`src/rtl/multi_digit_display_scanner_if.sv`:
```
// ----------------------------------------------------------------------------
// multi_digit_display_scanner_if
// Purpose : groups the value/status inputs and the display pin outputs of the
//           multi-digit seven-segment scanner into one bundle.
// Signals : i_digits       4*NUM_DIGITS hex nibbles, [3:0] = digit 0 (rightmost)
//           i_dp           per-digit decimal point enable, active-high
//           i_blank_lz     1 = blank leading zeros
//           i_brightness   PWM duty, 0 = dark, all-ones = full on
//           o_segments     {dp,g,f,e,d,c,b,a}, polarity set by the scanner
//           o_digit_select one-hot anode enable, polarity set by the scanner
//           o_frame_tick   one-cycle pulse at each frame start
// Modports: master = upstream logic (drives values, observes pins)
//           slave  = scanner
// ----------------------------------------------------------------------------
interface multi_digit_display_scanner_if #(
  parameter int unsigned NUM_DIGITS = 4,
  parameter int unsigned DIM_BITS   = 4
);

  logic [4*NUM_DIGITS-1:0] i_digits;
  logic [NUM_DIGITS-1:0]   i_dp;
  logic                    i_blank_lz;
  logic [DIM_BITS-1:0]     i_brightness;

  logic [7:0]              o_segments;
  logic [NUM_DIGITS-1:0]   o_digit_select;
  logic                    o_frame_tick;

  modport master (
    output i_digits,
    output i_dp,
    output i_blank_lz,
    output i_brightness,
    input  o_segments,
    input  o_digit_select,
    input  o_frame_tick
  );

  modport slave (
    input  i_digits,
    input  i_dp,
    input  i_blank_lz,
    input  i_brightness,
    output o_segments,
    output o_digit_select,
    output o_frame_tick
  );

endinterface

```
`src/rtl/multi_digit_display_scanner.sv`:
```
// ----------------------------------------------------------------------------
// multi_digit_display_scanner
// Purpose : time-multiplexed driver for an N-digit seven-segment display with
//           programmable slot length, per-digit decimal points, leading-zero
//           blanking, PWM brightness, a guard cycle at each slot start and
//           frame-coherent input snapshots.
// Ports   : i_clk  system clock
//           i_rst  asynchronous active-high reset
//           bus    multi_digit_display_scanner_if.slave
//                  (i_digits, i_dp, i_blank_lz, i_brightness in;
//                   o_segments, o_digit_select, o_frame_tick out)
// Timing  : outputs are registered; they reflect the scan position and PWM
//           phase of the previous cycle.
// ----------------------------------------------------------------------------
module multi_digit_display_scanner #(
  parameter int unsigned NUM_DIGITS     = 4,
  parameter int unsigned SCAN_DIV       = 50000,
  parameter int unsigned DIM_BITS       = 4,
  parameter bit          SEG_ACTIVE_LOW = 1'b1,
  parameter bit          AN_ACTIVE_LOW  = 1'b1
) (
  input logic                         i_clk,
  input logic                         i_rst,
  multi_digit_display_scanner_if.slave bus
);

  localparam int unsigned SLOT_W = $clog2(SCAN_DIV);
  localparam int unsigned IDX_W  = $clog2(NUM_DIGITS);

  localparam logic [SLOT_W-1:0]     SLOT_LAST = SLOT_W'(SCAN_DIV - 1);
  localparam logic [IDX_W-1:0]      IDX_LAST  = IDX_W'(NUM_DIGITS - 1);
  // XOR masks that turn active-high patterns into pin polarity; also the "off" levels.
  localparam logic [7:0]            SEG_OFF   = {8{SEG_ACTIVE_LOW}};
  localparam logic [NUM_DIGITS-1:0] AN_OFF    = {NUM_DIGITS{AN_ACTIVE_LOW}};

  // Scan state
  logic [SLOT_W-1:0]       r_slot_cnt;
  logic [IDX_W-1:0]        r_idx;
  logic [DIM_BITS-1:0]     r_pwm_phase;
  logic                    r_first_load;

  // Frame snapshot of the inputs
  logic [4*NUM_DIGITS-1:0] r_snap_digits;
  logic [NUM_DIGITS-1:0]   r_snap_dp;
  logic                    r_snap_blank_lz;
  logic [DIM_BITS-1:0]     r_snap_brightness;

  // Registered outputs
  logic [7:0]              r_segments;
  logic [NUM_DIGITS-1:0]   r_digit_select;
  logic                    r_frame_tick;

  logic                    w_slot_last;
  logic                    w_idx_last;
  logic                    w_end_of_frame;
  logic                    w_snap_load;
  logic [NUM_DIGITS-1:0]   w_blank_mask;
  logic [NUM_DIGITS-1:0]   w_onehot;
  logic [3:0]              w_nibble;
  logic                    w_digit_dp;
  logic                    w_digit_blank;
  logic                    w_pwm_on;
  logic                    w_en;
  logic [7:0]              w_seg_raw;
  logic [7:0]              w_seg_next;
  logic [NUM_DIGITS-1:0]   w_an_next;

  // Active-high {g,f,e,d,c,b,a} pattern for a hex nibble.
  function automatic logic [6:0] seg_font(input logic [3:0] nib);
    logic [6:0] pat;
    unique case (nib)
      4'h0: pat = 7'h3F;
      4'h1: pat = 7'h06;
      4'h2: pat = 7'h5B;
      4'h3: pat = 7'h4F;
      4'h4: pat = 7'h66;
      4'h5: pat = 7'h6D;
      4'h6: pat = 7'h7D;
      4'h7: pat = 7'h07;
      4'h8: pat = 7'h7F;
      4'h9: pat = 7'h6F;
      4'hA: pat = 7'h77;
      4'hB: pat = 7'h7C;
      4'hC: pat = 7'h39;
      4'hD: pat = 7'h5E;
      4'hE: pat = 7'h79;
      4'hF: pat = 7'h71;
    endcase
    return pat;
  endfunction

  assign w_slot_last    = (r_slot_cnt == SLOT_LAST);
  assign w_idx_last     = (r_idx == IDX_LAST);
  assign w_end_of_frame = w_slot_last & w_idx_last;
  // The first clock after reset release loads a fresh snapshot; afterwards only
  // frame boundaries do, so a frame never mixes old and new values.
  assign w_snap_load    = r_first_load | w_end_of_frame;

  // Leading-zero mask: walk from the most significant digit downwards while all
  // nibbles seen so far are zero. Digit 0 always shows.
  always_comb begin
    logic all_zero;
    all_zero     = 1'b1;
    w_blank_mask = '0;
    for (int k = NUM_DIGITS - 1; k >= 0; k--) begin
      all_zero = all_zero & (r_snap_digits[4*k +: 4] == 4'h0);
      w_blank_mask[k] = r_snap_blank_lz & (k != 0) & all_zero;
    end
  end

  // Select the data of the digit currently being scanned.
  always_comb begin
    w_nibble      = 4'h0;
    w_digit_dp    = 1'b0;
    w_digit_blank = 1'b0;
    w_onehot      = '0;
    for (int k = 0; k < NUM_DIGITS; k++) begin
      if (r_idx == IDX_W'(k)) begin
        w_nibble      = r_snap_digits[4*k +: 4];
        w_digit_dp    = r_snap_dp[k];
        w_digit_blank = w_blank_mask[k];
        w_onehot[k]   = 1'b1;
      end
    end
  end

  // All-ones brightness is forced on so full scale really is 100% duty.
  assign w_pwm_on   = (r_snap_brightness == '1) || (r_pwm_phase < r_snap_brightness);
  // Slot cycle 0 is a guard: anodes stay off while the segment pattern changes.
  assign w_en       = (r_slot_cnt != '0) && w_pwm_on;

  // A blanked digit keeps its decimal point.
  assign w_seg_raw  = {w_digit_dp, (w_digit_blank ? 7'h00 : seg_font(w_nibble))};
  assign w_seg_next = w_seg_raw ^ SEG_OFF;
  assign w_an_next  = (w_onehot & {NUM_DIGITS{w_en}}) ^ AN_OFF;

  // Slot counter, digit index and PWM phase.
  always_ff @(posedge i_clk or posedge i_rst) begin
    if (i_rst) begin
      r_slot_cnt  <= '0;
      r_idx       <= '0;
      r_pwm_phase <= '0;
    end else begin
      r_pwm_phase <= r_pwm_phase + DIM_BITS'(1);
      if (w_slot_last) begin
        r_slot_cnt <= '0;
        r_idx      <= w_idx_last ? '0 : r_idx + IDX_W'(1);
      end else begin
        r_slot_cnt <= r_slot_cnt + SLOT_W'(1);
      end
    end
  end

  // Input snapshot.
  always_ff @(posedge i_clk or posedge i_rst) begin
    if (i_rst) begin
      r_first_load      <= 1'b1;
      r_snap_digits     <= '0;
      r_snap_dp         <= '0;
      r_snap_blank_lz   <= 1'b0;
      r_snap_brightness <= '0;
    end else begin
      r_first_load <= 1'b0;
      if (w_snap_load) begin
        r_snap_digits     <= bus.i_digits;
        r_snap_dp         <= bus.i_dp;
        r_snap_blank_lz   <= bus.i_blank_lz;
        r_snap_brightness <= bus.i_brightness;
      end
    end
  end

  // Output registers.
  always_ff @(posedge i_clk or posedge i_rst) begin
    if (i_rst) begin
      r_segments     <= SEG_OFF;
      r_digit_select <= AN_OFF;
      r_frame_tick   <= 1'b0;
    end else begin
      r_segments     <= w_seg_next;
      r_digit_select <= w_an_next;
      r_frame_tick   <= w_end_of_frame;
    end
  end

  assign bus.o_segments     = r_segments;
  assign bus.o_digit_select = r_digit_select;
  assign bus.o_frame_tick   = r_frame_tick;

endmodule

```
`src/flat_wrapper.sv`:
```
// flat-port wrapper written by rule: the top's interface ports become plain ports
module multi_digit_display_scanner_flat 
#(
  parameter int unsigned NUM_DIGITS     = 4,
  parameter int unsigned SCAN_DIV       = 50000,
  parameter int unsigned DIM_BITS       = 4,
  parameter bit          SEG_ACTIVE_LOW = 1'b1,
  parameter bit          AN_ACTIVE_LOW  = 1'b1
)
  (i_clk, i_rst, bus_i_digits, bus_i_dp, bus_i_blank_lz, bus_i_brightness, bus_o_segments, bus_o_digit_select, bus_o_frame_tick);
  multi_digit_display_scanner_if #(.NUM_DIGITS(NUM_DIGITS), .DIM_BITS(DIM_BITS)) bus_i ();
  input logic i_clk;
  input logic i_rst;
  input wire logic [$bits(bus_i.i_digits)-1:0] bus_i_digits;
  input wire logic [$bits(bus_i.i_dp)-1:0] bus_i_dp;
  input wire logic [$bits(bus_i.i_blank_lz)-1:0] bus_i_blank_lz;
  input wire logic [$bits(bus_i.i_brightness)-1:0] bus_i_brightness;
  output wire logic [$bits(bus_i.o_segments)-1:0] bus_o_segments;
  output wire logic [$bits(bus_i.o_digit_select)-1:0] bus_o_digit_select;
  output wire logic [$bits(bus_i.o_frame_tick)-1:0] bus_o_frame_tick;
  assign bus_i.i_digits = bus_i_digits;
  assign bus_i.i_dp = bus_i_dp;
  assign bus_i.i_blank_lz = bus_i_blank_lz;
  assign bus_i.i_brightness = bus_i_brightness;
  assign bus_o_segments = bus_i.o_segments;
  assign bus_o_digit_select = bus_i.o_digit_select;
  assign bus_o_frame_tick = bus_i.o_frame_tick;
  multi_digit_display_scanner #(.NUM_DIGITS(NUM_DIGITS), .SCAN_DIV(SCAN_DIV), .DIM_BITS(DIM_BITS), .SEG_ACTIVE_LOW(SEG_ACTIVE_LOW), .AN_ACTIVE_LOW(AN_ACTIVE_LOW)) u_core (.i_clk(i_clk), .i_rst(i_rst), .bus(bus_i));
endmodule
```
`config.mk`:
```
export PLATFORM = sky130hd
export DESIGN_NAME = multi_digit_display_scanner_flat
export DESIGN_NICKNAME = d
export VERILOG_FILES = /design/src/rtl/multi_digit_display_scanner_if.sv /design/src/rtl/multi_digit_display_scanner.sv /design/src/flat_wrapper.sv
export SDC_FILE = /design/constraint.sdc
export NUM_CORES = 1
export LEC_CHECK = 0
export CAP_MARGIN = 30
export CORE_MARGIN = 3
export CORE_UTILIZATION = 55
export CTS_CLUSTER_DIAMETER = 100
export DETAILED_ROUTE_END_ITERATION = 10
export PLACE_DENSITY = 0.89
export SYNTH_ARGS = -nofsm -noshare
export SYNTH_HDL_FRONTEND = slang
export SYNTH_SLANG_ARGS = --single-unit
```
`constraint.sdc`:
```
create_clock -name i_clk -period 2.75 [get_ports i_clk]
set_input_delay 0.55 -clock i_clk [delete_from_list [all_inputs] [get_ports i_clk]]
set_output_delay 0.55 -clock i_clk [all_outputs]
set_load 0.02 [all_outputs]
```
Word-level counts from Yosys, hierarchy flattened:

Memories as Yosys holds them, arrays and structs flattened.
Cells that the tools add are included.

* flip-flop bits (word level): 61
* memory bits (read-only): 112
* input bits: 27
* output and inout bits: 13
* word-level logic and storage cells: 56
* memories kept: 1

* add/subtract/negate cells: 3
* magnitude comparators: 1
* eq/ne operators: 5
* multiplexer cells: 18
* bitwise operators: 10
* reduce and logical (&&, ||, !) cells: 7

Memory list
* (no name shown): words 16, bits a word 7, rd ports 1, clocked after memory_dff 0, write ports 0, RTL line multi_digit_display_scanner.sv:71 `unique case (nib)`

Operators by type and width (count)
* 16-bit by 1-bit adder with 16-bit output (second input constant): 1
* 16-bit equality test (second input constant): 1
* 16-bit 2-to-1 mux: 1
* 4-bit 2-to-1 mux: 4
* 16-bit nonzero test: 1
* 4-bit zero test: 3
* 1-bit 2-to-1 mux: 11
* 8-bit inverter: 1
* 7-bit 2-to-1 mux: 1
* 1-bit AND: 6
* 4-bit by 1-bit adder with 4-bit output (second input constant): 1
* 4-bit AND: 1
* 2-bit equality test (second input constant): 2
* 4-bit equality test (second input constant): 1
* 4-bit less-than comparator: 1
* 4-bit inverter: 1
* 2-bit by 1-bit adder with 2-bit output (second input constant): 1
* 2-bit by 1-bit equality test with 1-bit output (second input constant): 1
* 2-bit zero test: 1
* 2-bit 2-to-1 mux: 1
* 1-bit logical AND: 1
* 1-bit logical OR: 1
* 1-bit bitwise OR: 1

Depth between registers and ports, before layout:

* depth in word-level cells: 9
* gate-level depth with buffers: 11
* mapped depth without buffers: 10

Least setup slack after synthesis:

No wires, ideal clock.

* path type: register to register
* from: register u_core.r_idx[0]
* to: register u_core.r_segments[5], in the netlist u_core.bus.o_segments[5]
* setup time: 82 ps
* data arrival time: 2031 ps
* slack: 637 ps
* stages on the path, launching flop included: 11
* path buffers: 0
* period minus slack after synthesis: 2113 ps
* path through: dfrtp_1 > inv_1 > ha_1 > nor2_1 > o211ai_1 > nand2_1 > inv_1 > ha_1 > nand2_1 > o21ai_0 > a211o_1

* cells in the longest elaborated chain, start to end: 8

Ends and longest elaborated chain
* start: declaration: RTL line multi_digit_display_scanner.sv:38 `logic [IDX_W-1:0] r_idx;`
* start signal: assignment: RTL line multi_digit_display_scanner.sv:147 `r_idx <= w_idx_last ? '0 : r_idx + IDX_W'(1);`
* 2-bit zero test: RTL line multi_digit_display_scanner.sv:118 `if (r_idx == IDX_W'(k)) begin`
* 4-bit 2-to-1 mux (4 in series): RTL line multi_digit_display_scanner.sv:118
* memory read 16 x 7 bit
* 7-bit 2-to-1 mux *: RTL line multi_digit_display_scanner.sv:133 `assign w_seg_raw = {w_digit_dp, (w_digit_blank ? 7'h00 : seg_font(w_nibble))};`
* 8-bit inverter (no line) *
* named net u_core.w_seg_next[5]: RTL line multi_digit_display_scanner.sv:65 `logic [7:0] w_seg_next;`
* end signal: assignment: RTL line multi_digit_display_scanner.sv:180 `r_segments <= w_seg_next;`
* end: declaration: RTL line multi_digit_display_scanner.sv:49 `logic [7:0] r_segments;`

Mark *: on every way through the listed nets, which the timed path passes. The rest lies on a longest branch.
A chain may end at the register's enable or synchronous reset.

Final worst setup path:

Same ends and word-level chain as after synthesis.

==> impl_metrics.toml <==
[status]
status = "finished clean"

[critical_path]
cp_cell_sequence = "inv_1, ha_1, nor2_1, o211ai_1, nand2_1, inv_1, ha_1, nand2_1, o21ai_0, a211o_1"
critical_path_peak_fanout = 8
critical_path_class = "flop to flop"
worstSetupEndpointType = "flop"
worst-endpoint-required_ps = 3010
cp_slowest_cell = "dfrtp_1"
startpoint_type = "flop"
max_stage_delay_ps = 410
worst_ep_arrival_time_ps = 2780

[sta]
setup_tns_ps = 0
skew_ps = 11.0
setup_violations = 0
relSlewSlack_pct = 51.8
hold_violations = 0
tightest_slew_ps = 724
rsz0062_at_grt = "no"
min_period_ps = 2520
fin_ws_ps = 230
slew_violations = 0
max_freq_ghz = 0.397
layout_worst_path_cycle_share_pct = 91.6

[layout]
fin_util_pct = 71.8
n_fill_cell = 374
final_cell_area_um2 = 3760
seq_area_um2 = 1540
drive_gt1_share_pct = 20.4
diodes = 0
multiInputGateArea_um2 = 1410
area_growth_pct = 22.5
final_nets = 351

[route]
wl_per_cell_um = 15.6
ant_nets = 0
drc = 0
wl_um = 5980
drt-vias-per-instance = 5.47
drtIter0Drc = 77
drtPass1Iterations = 4
dr_total_vias = 2095

[synthesis]
syn_area_per_cell_um2 = 11.8
synth_warnings = 0
synthCells = 261
async_reset_ff_share_pct = 100
ys_seq_area_share_pct = 50.2
yosys.area.top_type_share_pct = 39.1
synth.ff_latch_count = 61
synth_edf_count = 0
netlist_top_cells_count = "dfrtp_1 (48), nand2_1 (28), mux2_4 (20), nor2_1 (19), ha_1 (16)"
synth_most_common_cell = "dfrtp_1"
syn_area_um2 = 3070
synthTopCellsByArea = "dfrtp_1 (39%), dfstp_2 (11%), mux2_4 (9.8%)"
synth_cell_type_count = 47
synth_ff_type = "dfrtp_1"
synth_fp_nets = 304
synth_area_leader_cell = "dfrtp_1"

[clocking]
cts_tree = "built"
clk_transition_reported_paths_ps = 70
ctsHoldBuffers = 0
ctsResizeCount = 0
cts-root-buf = "clkbuf_8"
cts.path.max_buffers = 2
cts_made_buffers = 9
h-tree-depth = 3
clk_latency_ps = 330
cts_sinks = 61
postCtsSetupRepairBufs = 0

[placed_design]
place_ws_ps = 306
hpwl_um = 4240
port_buffers = 39
place_area_um2 = 3530
gp_congestion = 0.921

[floorplanning]
initial_utilization_pct = 58.6
ios = 40
coreArea_um2 = 5240
std_cell_rows = 26
die_x_um = 80.7
die_area_um2 = 6510
fp.dieH_um = 80.7

[pwr]
powerDensity_nw_per_um2 = 583
leakage_nw = 1.73
power.total_mw = 2.19
vdd_drop_max_mv = 0.426

[global_route]
grt_pass1_wl_um = 9960
overflow = 0
grt_max_degree = 34
grt_pass1_vias = 2129
track_usage_pct = 20.4
antenna_found_initial = 0

[hold_path]
hp-class = "flop to flop"

[run]
max-cap-violations = 0
critical path, delay by kind of cell, from the launching register on:
family          cells  cell delay, ps
compound gates      3             580
flops               1             410
simple gates        3             680
fa+ha+maj           2             560
buf+inv             2             220
flip-flops by register name, indices dropped and copies added, names as in the netlist, 2 cells and up:
signal                     count
u_core.r_slot_cnt             16
u_core.r_snap_brightness       4
u_core.r_pwm_phase             4
u_core.bus.o_segments          8
u_core.r_snap_digits          16
u_core.r_snap_dp               4
u_core.r_idx                   2
u_core.bus.o_digit_select      4
metrics by stage:
step	hold WS, ps	std cells
3_5_place_dp	410	367
5_1_grt	459	383
4_1_cts	418	383
3_3_place_gp	406	367
6_report	427	383
2_1_floorplan	383	261
cells in the final DEF (no fill, tap or decap), types with 10 or more instances in the layout:
cell	Yosys	routed
xor2_1	10	10
ha_1	16	16
nand2_1	28	28
mux2_4	20	20
nor2_1	19	19
clkbuf_8	0	11
clkdlybuf4s50_1	0	39
dfrtp_1	48	48
inv_1	13	12
dfstp_2	13	13
power breakdown:
group	total (mW)	internal (mW)	switching [mW]
clock	0.892	0.557	0.335
sequential	1.01	0.970	0.0367
combinational	0.294	0.162	0.132
area by class of cell:
cell class	count	area share, %
clock inverters	4	1.86
multi-input cells	180	37.5
inverters	13	1.30
well taps	70	2.33
flip-flops and latches	61	41.0
clock buffers	12	4.13
repair buffers	43	11.8
routing by layer:
metal	share of wire [%]	vias up	wire, um	track usage [%]
li1	-	1003	-	-
met1	45	1019	2690	26.4
met2	48	61	2870	33.0
met3	5.2	12	311	4.93
met4	1.8	0	108	7.94
met5	0	-	0	0
kinds of logic after synthesis:
kind of cell             count (synthesis)  synth area share, %
AO/OA/AOI/OAI                           29                 6.76
XOR/XNOR                                16                 4.56
adder cells (fa/ha/maj)                 16                 6.52
buffers and inverters                   20                 3.83
flip-flops                              61                 50.2
multiplexers                            28                 12.6
other                                    1                0.122
AND/OR/NAND/NOR                         90                 15.3
worst paths after layout:
check	cells past startpoint	end	slack, ps	from
max	10	u_core.bus.o_segments[5]	230	u_core.r_idx[0]
min	1	u_core.bus.o_segments[7]	430	u_core.r_snap_dp[3]
max reg2reg	10	u_core.bus.o_segments[5]	230	u_core.r_idx[0]
min reg2reg	1	u_core.bus.o_segments[7]	430	u_core.r_snap_dp[3]
max in group asynchronous	3	u_core.bus.o_segments[1]	1490	i_rst
min in group asynchronous	2	u_core.r_pwm_phase[1]	600	i_rst
Note: power is estimated with default switching activity, not from simulation.
